`src/rtl/pc_pkg.sv`:
```
// rtl/pc_pkg.sv - shared decode constants, state type and long-op classifier for pc_unit
package pc_pkg;

   localparam logic [5:0] OP_SPECIAL  = 6'b000000;
   localparam logic [5:0] FUNCT_MULT  = 6'b011000;
   localparam logic [5:0] FUNCT_MULTU = 6'b011001;
   localparam logic [5:0] FUNCT_DIV   = 6'b011010;
   localparam logic [5:0] FUNCT_DIVU  = 6'b011011;

   typedef enum logic {RUN = 1'b0, HOLD = 1'b1} pc_state_t;

   typedef enum logic {CLS_MULT = 1'b0, CLS_DIV = 1'b1} op_class_t;

   typedef struct packed {
      op_class_t cls;
      logic      valid;
   } long_op_t;

   // Classifies an instruction by its opcode and funct fields
   function automatic long_op_t is_long_op(input logic [5:0] opcode,
                                           input logic [5:0] funct);
      long_op_t r;
      r.cls   = CLS_MULT;
      r.valid = 1'b0;
      if (opcode == OP_SPECIAL) begin
         case (funct)
            FUNCT_DIV, FUNCT_DIVU: begin
               r.cls   = CLS_DIV;
               r.valid = 1'b1;
            end
            FUNCT_MULT, FUNCT_MULTU: begin
               r.cls   = CLS_MULT;
               r.valid = 1'b1;
            end
            default: ;
         endcase
      end
      return r;
   endfunction

endpackage

```
`src/rtl/pc_unit_md_hold_ctr.sv`:
```
// rtl/pc_unit_md_hold_ctr.sv - hold-edge counter for multi-cycle MULT/DIV fetch holds
module md_hold_ctr #(
   parameter int CNT_W = 8
) (
   input  logic             PC_CLK,
   input  logic             Reset,
   input  logic             load,
   input  logic             inc,
   input  logic             clear,
   input  logic             freeze,
   input  logic [CNT_W-1:0] lat,
   output logic             done
);

   logic [CNT_W-1:0] count;

   // Clear beats freeze so an exception can abort a stalled hold; load starts at 1
   always_ff @(posedge PC_CLK or posedge Reset) begin
      if (Reset) begin
         count <= '0;
      end else if (clear) begin
         count <= '0;
      end else if (freeze) begin
         count <= count;
      end else if (load) begin
         count <= CNT_W'(1);
      end else if (inc) begin
         count <= count + CNT_W'(1);
      end
   end

   assign done = (count == lat);

endmodule

```
`src/rtl/pc_unit.sv`:
```
// rtl/pc_unit.sv - program counter with exception redirect, MULT/DIV fetch hold and stall; PC_EPC_EN adds epc
module pc_unit
   import pc_pkg::*;
#(
   parameter int               WIDTH     = 32,
   parameter logic [WIDTH-1:0] RESET_VEC = 32'h00400000,
   parameter logic [WIDTH-1:0] EXC_BASE  = 32'h00400000,
   parameter int               DIV_LAT   = 34,
   parameter int               MULT_LAT  = 0,
   parameter int               CNT_W     = 8
) (
   input  logic             PC_CLK,
   input  logic             Reset,
   input  logic [WIDTH-1:0] instruction,
   input  logic [WIDTH-1:0] npc,
   input  logic             exc_req,
   input  logic [WIDTH-1:0] exc_addr,
   input  logic             ext_stall,
   output logic [WIDTH-1:0] Address,
   output logic             md_busy
`ifdef PC_EPC_EN
   ,
   output logic [WIDTH-1:0] epc
`endif
);

   localparam logic [CNT_W-1:0] DIV_LAT_C  = CNT_W'(DIV_LAT);
   localparam logic [CNT_W-1:0] MULT_LAT_C = CNT_W'(MULT_LAT);

   // A counter that cannot reach LAT would hold fetch forever
   if ((2 ** CNT_W) <= DIV_LAT || (2 ** CNT_W) <= MULT_LAT) begin : g_cnt_w_check
      $error("pc_unit: CNT_W too small for DIV_LAT/MULT_LAT");
   end

   pc_state_t        state;
   op_class_t        hold_cls;
   long_op_t         lop;
   logic [CNT_W-1:0] dec_lat;
   logic [CNT_W-1:0] hold_lat;
   logic             start_hold;
   logic             ctr_done;
   logic             unused_instr_bits;

   assign lop               = is_long_op(instruction[31:26], instruction[5:0]);
   assign dec_lat           = (lop.cls == CLS_DIV) ? DIV_LAT_C : MULT_LAT_C;
   assign start_hold        = lop.valid && (dec_lat != '0);
   assign hold_lat          = (hold_cls == CLS_DIV) ? DIV_LAT_C : MULT_LAT_C;
   assign unused_instr_bits = ^instruction[25:6];

   md_hold_ctr #(.CNT_W(CNT_W)) u_ctr (
      .PC_CLK (PC_CLK),
      .Reset  (Reset),
      .load   (state == RUN && start_hold),
      .inc    (state == HOLD && !ctr_done),
      .clear  (exc_req || (state == HOLD && ctr_done && !ext_stall)),
      .freeze (ext_stall),
      .lat    (hold_lat),
      .done   (ctr_done)
   );

   // Address/state update with priority exc_req > ext_stall > long-op hold > advance
   always_ff @(posedge PC_CLK or posedge Reset) begin
      if (Reset) begin
         Address  <= RESET_VEC;
         state    <= RUN;
         md_busy  <= 1'b0;
         hold_cls <= CLS_MULT;
`ifdef PC_EPC_EN
         epc      <= RESET_VEC;
`endif
      end else if (exc_req) begin
         Address  <= EXC_BASE + exc_addr;
         state    <= RUN;
         md_busy  <= 1'b0;
`ifdef PC_EPC_EN
         epc      <= Address;
`endif
      end else if (!ext_stall) begin
         case (state)
            RUN: begin
               if (start_hold) begin
                  state    <= HOLD;
                  md_busy  <= 1'b1;
                  hold_cls <= lop.cls;
               end else begin
                  Address <= npc;
               end
            end
            HOLD: begin
               if (ctr_done) begin
                  Address <= npc;
                  state   <= RUN;
                  md_busy <= 1'b0;
               end
            end
            default: state <= RUN;
         endcase
      end
   end

endmodule

```
`config.mk`:
```
export PLATFORM = sky130hd
export DESIGN_NAME = pc_unit
export DESIGN_NICKNAME = d
export VERILOG_FILES = /design/src/rtl/pc_pkg.sv /design/src/rtl/pc_unit_md_hold_ctr.sv /design/src/rtl/pc_unit.sv
export SDC_FILE = /design/constraint.sdc
export NUM_CORES = 1
export LEC_CHECK = 0
export CAP_MARGIN = 40
export CORE_MARGIN = 2
export CORE_UTILIZATION = 36
export DETAILED_ROUTE_END_ITERATION = 10
export GPL_ROUTABILITY_DRIVEN = 0
export PLACE_DENSITY = 0.83
export SYNTH_ARGS = -nofsm -noshare
export SYNTH_HDL_FRONTEND = slang
export SYNTH_SLANG_ARGS = --single-unit
```
`constraint.sdc`:
```
create_clock -name PC_CLK -period 4.2 [get_ports PC_CLK]
set_input_delay 0.42 -clock PC_CLK [delete_from_list [all_inputs] [get_ports PC_CLK]]
set_output_delay 0.42 -clock PC_CLK [all_outputs]
set_load 0.02 [all_outputs]
```
==> results of run 1 <==
-- where the power goes --
| part | internal (uW) | switching (uW) |
|---|---|---|
| Clock | 117 | 138 |
| Sequential | 444 | 16.1 |
| Combinational | 155 | 129 |
| Total | 716 | 284 |
-- sequential cells by signal, summed over array words and instances, names as in the netlist --
signal,flops
Address,32
hold_cls,1
md_busy,1
state,1
u_ctr.count,8
-- final cells by class --
class                      instances  area [um2]
clock inverter                     1        5.00
multi-input combinational        195        1290
tap                               80         100
clock buffer                       7        76.3
fill                             605        3020
timing repair buffer             114        1140
sequential                        43        1080
inverter                           3        11.3
-- cells by family after synthesis --
logic type	Yosys count
AO/OA/AOI/OAI	86
XOR/XNOR	9
adder cells (fa/ha/maj)	2
buffers and inverters	17
flip-flops	43
multiplexers	1
AND/OR/NAND/NOR	97
-- final timing paths --
check | start | endpoint | slack [ns] | depth (start not counted)
hold reg to reg | Address[22]$_DFFE_PP1P_ | Address[22]$_DFFE_PP1P_ | 0.48 | 2
hold / removal | Reset | Address[5]$_DFFE_PP0P_ | 0.44 | 2
min in group PC_CLK | Address[22]$_DFFE_PP1P_ | Address[22]$_DFFE_PP1P_ | 0.48 | 2
setup reg to reg | u_ctr.count[5]$_DFFE_PP0P_ | Address[5]$_DFFE_PP0P_ | 1.79 | 6
max in group asynchronous | Reset | Address[22]$_DFFE_PP1P_ | 3.21 | 3
setup / recovery | u_ctr.count[5]$_DFFE_PP0P_ | Address[5]$_DFFE_PP0P_ | 1.79 | 6
-- metal layers --
metal / up-vias / GRT usage / share of wire
li1: 1109 / - / -
met1: 1100 / 0.199 / 0.42
met2: 73 / 0.315 / 0.51
met3: 7 / 0.0486 / 0.059
met4: 0 / 0.0455 / 0.012
met5: - / 0 / 0
-- metrics by stage --
step | hold slack [ns] | total power (uW) | std cells | setup slack [ns]
2_1_floorplan | 0.459 | 600 | 255 | 2.49
3_3_place_gp | 0.465 | 747 | 434 | 1.50
3_5_place_dp | 0.473 | 756 | 435 | 1.45
4_1_cts | 0.444 | 1020 | 443 | 1.74
5_1_grt | 0.469 | 1050 | 443 | 1.61
6_report | 0.435 | 999 | 443 | 1.79
-- placed cells by master, fill, tap and decap left out, drive strengths merged, types with 2 or more instances in the layout --
cell / instances
nor2b: 23
nand4: 2
ha: 2
clkdlybuf4s50: 110
xor2: 7
clkbuf: 7
a22oi: 9
xnor2: 2
o21ai: 5
nor3: 3
nand3: 5
dfrtp: 42
a211o: 2
and3: 7
buf: 4
a21oi: 59
or2: 3
a22o: 2
nand2: 38
nor4: 2
nand2b: 2
nor2: 7
inv: 3
==> results.yml, run 1 <==
logic_synthesis:
  ys_seq_area_frac: 0.437
  synth_top_family_by_area: "compound AO/OA/AOI/OAI gates"
  synth_compound_area_frac: 0.264
  synth-main-ff-cell: "dfrtp_1"
  yosysTopAreaCellShare: 0.426
  synth_xor_area_frac: 0.0320
  synth_common_cells: "42 x dfrtp_1, 38 x nand2_1, 34 x a21oi_1, 25 x a21oi_2, 23 x nor2b_1"
  yosysMostFrequentCell: "dfrtp_1"
  yosysTopAreaCell: "dfrtp_1"
  ys_warn_count: 0
  syn_inst: 255
  syn-num-nets: 357
  synth.area.top_cells: "dfrtp_1 43%, a21oi_2 8.9%, a21oi_1 6.9%, nor2b_1 5.8%, nand2_1 5.8%"
  synthArstFlopShare: 1.00
  synth-seq-cells: 43
  synth_edf_count: 0
  synthesis.area_um2: 2470
  synthMuxAreaShare: 0.00406
  synth_fa_ha_area_frac: 0.0101
  synthSimpleGateAreaFrac: 0.213
  avgSynthCellArea_um2: 9.67
  synth_cell_types: 46
timing:
  min_period_ns: 2.41
  fin_tns_setup_ns: 0
  fin_crit_sh: 0.575
  tightest_slew_ns: 0.708
  max-slew-margin-rel: 0.527
  grt_setup_unrepaired: "no"
  fin_skew_ns: 0.00873
  hold_violations: 0
  drv_slew: 0
  setup_viol: 0
  max_freq_ghz: 0.414
pwr:
  powerDensity_nw_per_um2: 270
  p_leak_uw: 0.00147
  max-vdd-ir-drop_v: 0.000168
drt:
  dr.pass1.iters: 4
  ant_nets: 0
  wl_per_cell_um: 14.3
  vias_per_cell: 5.17
  drtIter0Drc: 82
  vias: 2289
  drc_errors: 0
  routed_wl_um: 6340
job:
  drv_cap: 0
clock_tree:
  insertion_delay_ns: 0.29
  numCtsBuffers: 5
  post_cts_buffers: 0
  clkTransAtPathRegs_ns: 0.08
  cts_tree: "yes"
  htree_levels: 2
  clock-root-buffer: "clkbuf_8"
  cts_buffer_depth: 2
  cts_hold_buf: 0
  post_cts_resized: 0
  clock-sinks: 43
critical_path:
  critPathMaxFanout: 17
  crit_type: "register to register"
  start_kind: "register"
  crit_buf_inv: 1
  path_cells: "nor3_1, o211ai_4, a211oi_4, buf_4, a21oi_1, a21oi_2"
  crit_required_ns: 4.42
  cp-end-kind: "register"
  cpMaxStageDelayCell: "a211oi_4"
  cp_top_family: "compound AO/OA/AOI/OAI gates"
  slowest_delay_ns: 0.67
  crit_arrival_ns: 2.63
grt:
  first_global_vias: 2317
  grt_remaining_overflow: 0
  grt_antenna_before_repair: 0
  grt_pass1_wl_um: 10400
  track_usage: 0.173
  grt_max_degree: 39
floorplanning:
  ioPinCount: 133
  row_count: 30
  coreArea_um2: 6720
  die_w_um: 86.8
  die_area_um2: 7530
  start_util: 0.367
  die_h_um: 86.8
place:
  place_area_um2: 3620
  port-buffer-count: 111
  dpl.hpwl_um: 4720
final_layout:
  drive_above_1_share: 0.157
  finish.utilization: 0.551
  area_delta_synth_final_pct: 50.1
  nets: 464
  stdcell_area_um2: 3700
  num_antenna_cells: 0
worst_hold_path:
  min_path_type: "input port to asynchronous set/reset pin"
run_status:
  status: "finished, final reports clean"
Power figures use the tool's default switching activity.
==> run 2, diff against run 1 <==
- clock period: 4.2 -> 2.3 ns (I/O delays scaled with it)
==> results.yml, run 2 (synthesized netlist as in run 1, its figures left out) <==
clock_tree:
  numCtsBuffers: 5
  cts_hold_buf: 0
  clock-root-buffer: "clkbuf_8"
  post_cts_resized: 0
  clkTransAtPathRegs_ns: 0.08
  htree_levels: 2
  clock-sinks: 43
  cts_tree: "yes"
  cts_buffer_depth: 2
  post_cts_buffers: 0
  insertion_delay_ns: 0.30
timing:
  max_freq_ghz: 0.492
  min_period_ns: 2.03
  hold_violations: 0
  drv_slew: 0
  whs_ns: 0.387
  setup_ws_ns: 0.269
  grt_setup_unrepaired: "no"
  max-slew-margin-rel: 0.592
  tightest_slew_ns: 0.612
  setup_viol: 0
  fin_tns_setup_ns: 0
  fin_skew_ns: 0.0118
  fin_crit_sh: 0.883
critical_path:
  crit_start: "state$_DFFE_PP0P_"
  cpMaxStageDelayCell: "a211o_2"
  critPathMaxFanout: 32
  slowest_delay_ns: 0.52
  path_cells: "nor4b_2, and3_2, a211o_2, nand2_1, a22oi_1"
  start_kind: "register"
  crit_required_ns: 2.51
  rrSetupSlack_ns: 0.27
  crit_arrival_ns: 2.24
  crit_type: "register to register"
  cp-end-kind: "register"
  rr_startpoint: "state$_DFFE_PP0P_"
  r2r_cells: 5
  r2r-end: "Address[29]$_DFFE_PP0P_"
final_layout:
  largest_reg_flops: 32
  num_antenna_cells: 0
  nets: 466
  final_cell_mix: "110 x clkdlybuf4s50_1, 42 x dfrtp_1, 38 x nand2_1"
  final_common_cell: "clkdlybuf4s50_1"
  drive_above_1_share: 0.162
  area_delta_synth_final_pct: 51.1
  stdcell_count: 444
  regMostFlops: "Address"
  reg_top3: "Address (32), u_ctr.count (8)"
grt:
  first_global_vias: 2213
  track_usage: 0.173
  grt_max_degree: 44
  grt_remaining_overflow: 0
  grt_pass1_wl_um: 10400
  grt_antenna_before_repair: 0
place:
  dpl.hpwl_um: 4680
  dp_cells: 437
  pre_cts_ws_ns: 0.0534
  port-buffer-count: 111
pwr:
  p_leak_uw: 0.00148
  p_total_uw: 1930
  powerDensity_nw_per_um2: 518
  max-vdd-ir-drop_v: 0.000246
job:
  drv_cap: 0
drt:
  vias: 2261
  vias_per_cell: 5.09
  ant_nets: 0
  drtIter0Drc: 65
  drc_errors: 0
  wl_per_cell_um: 14.4
  routed_wl_um: 6410
  dr.pass1.iters: 4
floorplanning:
  start_util: 0.367
  die_area_um2: 7530
  row_count: 30
  die_h_um: 86.8
  ioPinCount: 133
  coreArea_um2: 6720
  die_w_um: 86.8
run_status:
  status: "finished, final reports clean"
worst_hold_path:
  min_path_type: "input port to asynchronous set/reset pin"
run 2: cell count changes in the layout (fill, tap and decap cells not counted), sizes merged:
cell	change
buf	+2
bufinv	+1
clkbuf	-1
clkinv	-1
run 2: per-stage QoR:
stage | instance area, um2 | utilization
floorplan | 2470 | -
global placement | 3620 | 0.539
detailed placement | 3620 | 0.539
CTS | 3730 | 0.555
global route | 3730 | 0.555
finish | 3730 | 0.555
run 2: worst max-delay path by stage:
stage | end | depth (start not counted) | slack [ns]
CTS | Address[29]$_DFFE_PP0P_ | 5 | 0.23
global placement | Address[29]$_DFFE_PP0P_ | 6 | 0.11
finish | Address[29]$_DFFE_PP0P_ | 5 | 0.27
floorplan | Address[26]$_DFFE_PP0P_ | 6 | 0.59
detailed placement | Address[29]$_DFFE_PP0P_ | 6 | 0.05
global route | Address[29]$_DFFE_PP0P_ | 5 | 0.10
run 2: critical path, delay by kind of cell, from the launching register on:
family / cells / cell delay, ns
compound gates: 2 / 0.71
flops: 1 / 0.46
simple gates: 3 / 0.76
run 2: cell type report:
cell class,instances,area [um2]
Clock inverter,1,30.0
Clock buffer,6,72.6
Inverter,3,11.3
Timing Repair Buffer,116,1140
Fill cell,605,2990
Sequential cell,43,1080
Tap cell,80,100
Multi-Input combinational cell,195,1290
run 2: where the power goes:
part | total, uW | internal [uW] | switching [uW]
registers | 839 | 810 | 28.9
clock network | 573 | 319 | 254
logic | 519 | 282 | 237
total | 1930 | 1410 | 520
run 2: per-layer routing:
metal	vias to the layer above	part of all wire	track usage
li1	1112	-	-
met2	68	0.52	0.311
met5	-	0	0
met3	6	0.067	0.0457
met4	0	0.0086	0.0384
met1	1075	0.41	0.208
==> run 3, diff against run 2 <==
- SLEW_MARGIN: not set -> 0
==> results of run 3 <==
Final layout, timing and power as in run 2 (identical DEF).
